`src/rtl/block_sequencer.sv`:
```
// Block sequencer: expands entropy-decoder symbols into exactly 64 explicit
// table-generator writes per block (zig-zag positions 0..63), with DC
// prediction, zero runs, ZRL, EOB fill and a sticky overflow flag.
module block_sequencer #(
   parameter int unsigned DC_PRED_EN = 1
) (
   input  logic       clk,
   input  logic       rst,
   input  logic       sym_valid,
   output logic       sym_ready,
   input  logic [3:0] sym_run,
   input  logic [7:0] sym_coef,
   input  logic       sym_eob,
   input  logic       sym_zrl,
   input  logic       pred_clr,
   output logic       tg_wr,
   output logic [3:0] tg_run,
   output logic [7:0] tg_coef,
   output logic       blk_done,
   output logic       err
);

   typedef enum logic [1:0] {
      ACCEPT = 2'd0,
      ZEROS  = 2'd1,
      FILL   = 2'd2
   } state_t;

   state_t     state_q, state_d;
   logic [5:0] pos_q, pos_d;
   logic [4:0] zeros_left_q, zeros_left_d;
   logic       pend_q, pend_d;
   logic [7:0] pend_coef_q, pend_coef_d;
   logic [7:0] dc_pred_q, dc_pred_d;
   logic       tg_wr_q, tg_wr_d;
   logic [7:0] tg_coef_q, tg_coef_d;
   logic       last_q, last_d;
   logic       blk_done_q;
   logic       err_q, err_d;

   logic [7:0] dc_base;
   logic [7:0] dc_val;

   // DC value: predictor (cleared by a simultaneous pred_clr) plus differential
   always_comb begin
      dc_base = pred_clr ? '0 : dc_pred_q;
      dc_val  = (DC_PRED_EN != 0) ? dc_base + sym_coef : sym_coef;
   end

   // Next-state logic: symbol decode, zero/fill expansion, position tracking
   always_comb begin
      state_d      = state_q;
      pos_d        = pos_q;
      zeros_left_d = zeros_left_q;
      pend_d       = pend_q;
      pend_coef_d  = pend_coef_q;
      dc_pred_d    = pred_clr ? '0 : dc_pred_q;
      err_d        = err_q;
      tg_wr_d      = 1'b0;
      tg_coef_d    = tg_coef_q;
      sym_ready    = (state_q == ACCEPT);

      case (state_q)
         ACCEPT: begin
            if (sym_valid) begin
               if (pos_q == 6'd0) begin
                  tg_wr_d   = 1'b1;
                  tg_coef_d = dc_val;
                  dc_pred_d = dc_val;
               end else if (sym_eob) begin
                  state_d = FILL;
               end else if (sym_zrl) begin
                  if ({1'b0, pos_q} + 7'd16 > 7'd64) begin
                     err_d   = 1'b1;
                     state_d = FILL;
                  end else begin
                     state_d      = ZEROS;
                     zeros_left_d = 5'd16;
                     pend_d       = 1'b0;
                  end
               end else if ({1'b0, pos_q} + {3'b000, sym_run} > 7'd63) begin
                  err_d   = 1'b1;
                  state_d = FILL;
               end else if (sym_run == 4'd0) begin
                  tg_wr_d   = 1'b1;
                  tg_coef_d = sym_coef;
               end else begin
                  state_d      = ZEROS;
                  zeros_left_d = {1'b0, sym_run};
                  pend_d       = 1'b1;
                  pend_coef_d  = sym_coef;
               end
            end
         end
         ZEROS: begin
            tg_wr_d = 1'b1;
            if (zeros_left_q != 5'd0) begin
               tg_coef_d    = '0;
               zeros_left_d = zeros_left_q - 5'd1;
               // A bare ZRL leaves on its last zero so no idle cycle is spent
               if (zeros_left_q == 5'd1 && !pend_q) begin
                  state_d = ACCEPT;
               end
            end else begin
               tg_coef_d = pend_coef_q;
               pend_d    = 1'b0;
               state_d   = ACCEPT;
            end
         end
         FILL: begin
            tg_wr_d   = 1'b1;
            tg_coef_d = '0;
         end
         default: begin
            state_d = ACCEPT;
         end
      endcase

      // Any write at position 63 closes the block, whatever state issued it
      if (tg_wr_d) begin
         pos_d = pos_q + 6'd1;
         if (pos_q == 6'd63) begin
            state_d      = ACCEPT;
            zeros_left_d = '0;
            pend_d       = 1'b0;
         end
      end
      last_d = tg_wr_d && (pos_q == 6'd63);
   end

   // State and registered outputs with synchronous reset
   always_ff @(posedge clk) begin
      if (rst) begin
         state_q      <= ACCEPT;
         pos_q        <= '0;
         zeros_left_q <= '0;
         pend_q       <= 1'b0;
         pend_coef_q  <= '0;
         dc_pred_q    <= '0;
         tg_wr_q      <= 1'b0;
         tg_coef_q    <= '0;
         last_q       <= 1'b0;
         blk_done_q   <= 1'b0;
         err_q        <= 1'b0;
      end else begin
         state_q      <= state_d;
         pos_q        <= pos_d;
         zeros_left_q <= zeros_left_d;
         pend_q       <= pend_d;
         pend_coef_q  <= pend_coef_d;
         dc_pred_q    <= dc_pred_d;
         tg_wr_q      <= tg_wr_d;
         tg_coef_q    <= tg_coef_d;
         last_q       <= last_d;
         blk_done_q   <= last_q;
         err_q        <= err_d;
      end
   end

   assign tg_wr    = tg_wr_q;
   assign tg_run   = '0;
   assign tg_coef  = tg_coef_q;
   assign blk_done = blk_done_q;
   assign err      = err_q;

endmodule

```
`config.mk`:
```
export PLATFORM = sky130hd
export DESIGN_NAME = block_sequencer
export DESIGN_NICKNAME = d
export VERILOG_FILES = /design/src/rtl/block_sequencer.sv
export SDC_FILE = /design/constraint.sdc
export NUM_CORES = 1
export LEC_CHECK = 0
export CORE_MARGIN = 5
export CORE_UTILIZATION = 30
export CTS_CLUSTER_DIAMETER = 120
export DETAILED_ROUTE_END_ITERATION = 10
export MAX_ROUTING_LAYER = met4
export SKIP_LAST_GASP = 1
export SLEW_MARGIN = 5
export SYNTH_ARGS = -nofsm -noshare
export SYNTH_HDL_FRONTEND = slang
export SYNTH_SLANG_ARGS = --single-unit
```
`constraint.sdc`:
```
create_clock -name clk -period 4.38 [get_ports clk]
set_input_delay 0.438 -clock clk [delete_from_list [all_inputs] [get_ports clk]]
set_output_delay 0.438 -clock clk [all_outputs]
set_load 0.01 [all_outputs]
```
# == Yosys cells after proc, flatten, opt, wreduce, memory -nomap -nowiden ==
# Index checks and enable logic that the tools add are counted.
# classes
add_sub_neg,5
n_eq_ne,10
n_mux,56
reduce_logical,13
n_bitwise,5
order_cmp,2
# op_table
cell,n
8-bit 2-to-1 mux,11
5-bit 2-to-1 mux,10
8-bit case mux with 3 select lines,1
2-bit 2-to-1 mux,11
1-bit 2-to-1 mux,19
6-bit AND reduction,2
5-bit case mux with 2 select lines,1
8-bit adder,1
6-bit by 4-bit adder with 7-bit output,1
6-bit by 5-bit adder with 7-bit output (second input constant),1
7-bit by 6-bit > comparator with 1-bit output (second input constant),1
7-bit > comparator (second input constant),1
7-bit AND reduction,1
6-bit by 1-bit adder with 6-bit output (second input constant),1
6-bit == test (second input constant),1
6-bit zero test,1
3-bit by 2-bit inequality test with 1-bit output (second input constant),2
2-bit case mux with 3 select lines,1
5-bit by 1-bit == test with 1-bit output (second input constant),1
1-bit NOT,5
5-bit nonzero test,1
5-bit by 1-bit subtractor with 5-bit output (second input constant),1
4-bit zero test,1
1-bit case mux with 2 select lines,2
other kinds (12),13
# word_totals
inputBits,18
regBits,42
out_inout_bits,16
elab_cells,102

# == Longest topological paths before layout ==
# depth
depth_word,10
ltp_mapped,10
ltp_nobuf,10

# == Least setup slack after synthesis ==
# Ideal clock, no wire load.
# synth_timing
path_kind,input-to-reg
start,in sym_run[0]
end,reg zeros_left_q[1]
arrival_ns,2.212
cell_stages,7
n_path_buf,0
setup_ns,0.103
path_slack_ns,2.064
required_ns,4.277
path_cell_list,ha_1 -> fa_1 -> a211oi_2 -> o31ai_4 -> nor4_1 -> a211oi_1 -> a2111oi_2
# synth_between
elab_chain_cells,10
elab_cells_between_ends,19
cone_classes,1 x add/sub; 1 x order compare; 16 x mux; 1 x reduce/logical
# synth_lines
item,line_no,rtl
"start, declared",11,"input logic [3:0] sym_run,"
6-bit by 4-bit adder with 7-bit output / 4-bit zero test (equally long branches),"81, 84",
7-bit by 6-bit > comparator with 1-bit output / 5-bit 2-to-1 mux (equally long branches),"81, 84",
5-bit 2-to-1 mux,81,"end else if ({1'b0, pos_q} + {3'b000, sym_run} > 7'd63) begin"
5-bit 2-to-1 mux,72,end else if (sym_zrl) begin
5-bit 2-to-1 mux,70,end else if (sym_eob) begin
5-bit 2-to-1 mux,66,if (pos_q == 6'd0) begin
5-bit 2-to-1 mux,65,if (sym_valid) begin
5-bit case mux with 2 select lines,63,case (state_q)
5-bit 2-to-1 mux,122,if (pos_q == 6'd63) begin
5-bit 2-to-1 mux *,120,if (tg_wr_d) begin
"end signal, assigned",148,zeros_left_q <= zeros_left_d;
"end, declared",31,"logic [4:0] zeros_left_q, zeros_left_d;"
# Every way passes the cells marked *; elsewhere a longest branch is shown, timed or not.
# A chain may end at the register's enable or synchronous reset.

# == Worst setup path in the final report ==
# layout_timing
start,in sym_run[0]
end,reg tg_coef_q[7] (netlist: tg_coef[7])
# layout_between
elab_chain_cells,4
elab_cells_between_ends,6
cone_classes,1 x add/sub; 1 x order compare; 2 x eq/ne; 2 x reduce/logical
# layout_lines
item,line_no,rtl
6-bit by 4-bit adder with 7-bit output,81,
7-bit by 6-bit > comparator with 1-bit output,81,
3-bit inequality test (no line),--,
6-bit AND reduction (no line) *,--,
"end signal, assigned",153,tg_coef_q <= tg_coef_d;
"end, declared",36,"logic [7:0] tg_coef_q, tg_coef_d;"
# Marks and branches as above.

==> reports/summary.txt <==
power share of the combinational group: 0.521
top-count cell post-synth: dfxtp_1
buffer count from post-CTS setup fixing: 0
initial antenna violation count: 0
worst hold start: last_q$_SDFF_PP0_
fill count: 918
VDD IR max: 0.1787 mV
Crit-path slowest cell: o21a_1
syn_area_per_cell: 8.039 sq um
crit share post-route: 0.6673
GRT busiest layer: met2
post-synth cell types: 63
dpl hpwl: 5211 microns
Worst R2R Start: pos_q[0]$_SDFFE_PP0N_
Worst R2R End: tg_coef[7]$_SDFFE_PP0P_
wire per inst: 14.87 microns
GRT Resource Usage Total: 0.1345
fin. max-slew vios: 0
Die X: 105.6 microns
number of max-cap violations: 0
synth top area cells: dfxtp_1, ha_1, a21oi_1, nor2_1, nand2_1
drt via density: 5.245
Vert. Die Dim: 105.6 microns
critical path capture point type: flip-flop
Internal: 1.000 mW
met1 Track Usage GR: 0.1724
Worst Clk Skew: 0.004593 ns
Sw Share: 0.4285
Setup crit start kind: input port
Synth Area in Adders: 0.09676
PD cells: 549.2 mW/mm^2
worst reg2reg path depth: 8
global-route wire length before repair: 12030 microns
clock tree sinks: 42
Initial Util: 0.3113
Clock Pin Slew Worst Setup and Hold Paths: 0.09 ns
H-tree levels: 2
XOR/XNOR Fraction of Synth Area: 0.02875
Synth Area in Compound Gates: 0.2679
simple-gate area share of the yosys netlist: 0.2314
Placement Rows: 34
core area: 0.008806 sq mm
DR vias: 2460
Buffers & Inverters on Critical Path: 1
Routed WL: 6975 microns
RSZ-0062 raised after global routing: no
reg-to-reg slack, setup: 1.80 ns
mux cell area share after synthesis: 0.01141
worst skew pair latency: 0.31 ns
#FFs+latches synth: 42
CP top delay family: compound AO/OA/AOI/OAI gates
status: completed
post-CTS sizing: 0
Yosys top cell area share: 0.3067
Synth warnings: 0
vias in the first global route: 2441
TritonCTS clock tree: yes
Sequential Power Share: 0.299
Required @ worst endpoint: 4.56 ns
crit-path max cell delay: 0.54 ns
Antenna Nets Post-Route: 0
Setup Viol. Count Final: 0
Cells after Synth: 341
Syn-to-layout area delta: 16.25%
largest net degree at the start of global routing: 35
synthesized area: 0.002741 sq mm
Psw: 0.7499 mW
Num CTS Buffers: 5
FFs w/ async S/R, synth: 0
Yosys top cell by area: dfxtp_1
top cells by count, synth: dfxtp_1, nor2_1, a21oi_1, nand2_1, ha_1
Layout Nets: 398
Initial DRC Count: 127
WHS Path Cells: 1
met2 Use GR: 0.2117
IO Count: 34
GP Congestion: 0.8388
Max Fclk: 0.3421 GHz
Hold Path Class: flip-flop to flip-flop
Hold Fails Final Rpt: 0
Inserted Diodes: 0
total chip power: 1.750 mW
Setup Total Neg Slack: 0 ns
Clk pwr share: 0.180
Crit Path Class: input port to flip-flop
die footprint: 0.01115 sq mm
Initial DRT Pass Iterations: 4
fin crit period: 2.923 ns
top_reg_cell synth: dfxtp_1
EDFF count, synth: 0
worst path arrival time: 3.10 ns
Slew headroom: 0.4750
Util after Layout: 0.3619
Port Buf Inserts: 29
largest buffer count on any clock path: 2
P_leak: 1.185 nW
Worst-Margin Slew: 0.7833 ns
CP Cell Sequence: clkdlybuf4s50_1, ha_1, fa_1, a211oi_2, o31ai_4, o21ai_2, o21a_1, mux2i_1, o211ai_1
Seq/Total Area, Yosys: 0.3067
Hold-fix buffers, CTS: 0
CTS root buf: clkbuf_8
share of layout cells above drive strength 1: 0.08033
DRC errors left: 0
met3 usage in global routing: 0.02384
CP max FO: 17
WHS Endpoint: blk_done$_SDFF_PP0_
grt ovf: 0
largest family of logic cells by synthesized area: compound AO/OA/AOI/OAI gates
## routing by layer
metal | part of all wire | vias to the layer above
met1 | 0.46 | 1145
met5 | 0 | -
li1 | - | 1252
met4 | 0.014 | 0
met3 | 0.053 | 5
met2 | 0.47 | 58
## per-stage QoR
stage / instance area (sq um) / hold WS (ns) / worst slack (ns) / std cells
6_report: 3187 / 0.4512 / 1.457 / 469
5_1_grt: 3187 / 0.4622 / 1.294 / 469
4_1_cts: 3187 / 0.4474 / 1.436 / 469
3_5_place_dp: 3078 / 0.4319 / 1.114 / 461
3_3_place_gp: 3078 / 0.4226 / 1.210 / 461
2_1_floorplan: 2753 / 0.4138 / 2.064 / 344
## sequential cells by signal, summed over array words and instances, names as in the netlist
register      cells
state_q           2
err               1
zeros_left_q      5
tg_coef           8
pend_coef_q       8
blk_done          1
tg_wr             1
dc_pred_q         8
last_q            1
pend_q            1
pos_q             6
## worst max-delay path by stage
| stage | cells past startpoint | from | to | slack [ns] |
|---|---|---|---|---|
| 2_1_floorplan | 7 | sym_run[0] | zeros_left_q[1]$_SDFF_PP0_ | 2.06 |
| 3_3_place_gp | 9 | sym_run[0] | tg_coef[7]$_SDFFE_PP0P_ | 1.21 |
| 5_1_grt | 9 | sym_run[0] | tg_coef[7]$_SDFFE_PP0P_ | 1.29 |
| 4_1_cts | 9 | sym_run[0] | tg_coef[7]$_SDFFE_PP0P_ | 1.44 |
| 6_report | 9 | sym_run[0] | tg_coef[7]$_SDFFE_PP0P_ | 1.46 |
| 3_5_place_dp | 9 | sym_run[0] | tg_coef[7]$_SDFFE_PP0P_ | 1.11 |
## layout make-up
type	count	area, sq um	area share
repair buffers	30	297.8	0.09344
multi-input cells	269	1759	0.5520
clock inverters	3	40.04	0.01256
inverters	12	45.04	0.01413
clock buffers	5	68.82	0.02159
flip-flops and latches	42	840.8	0.2638
well taps	108	135.1	0.04240
## cells in the final DEF (no fill, tap or decap), types with 3 or more instances in the layout
cell type / instances
a211oi_1: 11
a211oi_2: 6
a21oi_1: 37
a31oi_1: 4
and2_1: 4
and3_1: 3
clkbuf_8: 5
clkdlybuf4s50_1: 29
conb_1: 4
dfxtp_1: 42
ha_1: 18
inv_1: 12
nand2_1: 36
nand3_1: 4
nand4_1: 4
nor2_1: 40
nor2b_1: 11
nor3_1: 6
nor4_1: 3
o21a_1: 3
o21ai_0: 13
o21ai_2: 3
o22ai_1: 3
or3_1: 3
xnor2_1: 3
xor2_1: 6
## power by group through the flow
stage | Combinational, mW | Clock (mW) | Sequential, mW
2_1_floorplan | 0.667 | 0 | 0.529
3_3_place_gp | 0.902 | 0 | 0.534
3_5_place_dp | 0.907 | 0 | 0.533
4_1_cts | 0.912 | 0.324 | 0.524
5_1_grt | 1.02 | 0.333 | 0.537
6_report | 0.912 | 0.315 | 0.523
## kinds of logic after synthesis
| family | Yosys count |
|---|---|
| buf+inv | 33 |
| compound gates | 106 |
| mux | 3 |
| simple gates | 127 |
| fa+ha+maj | 20 |
| flops | 42 |
| other cells | 1 |
| xor+xnor | 9 |
## worst reg2reg max path: cells and delay by family (launching register included)
family                   cells  cell delay [ns]
AO/OA/AOI/OAI                5             1.27
adder cells (fa/ha/maj)      2             0.58
flip-flops                   1             0.33
multiplexers                 1             0.28
Power figures use the tool's default switching activity.
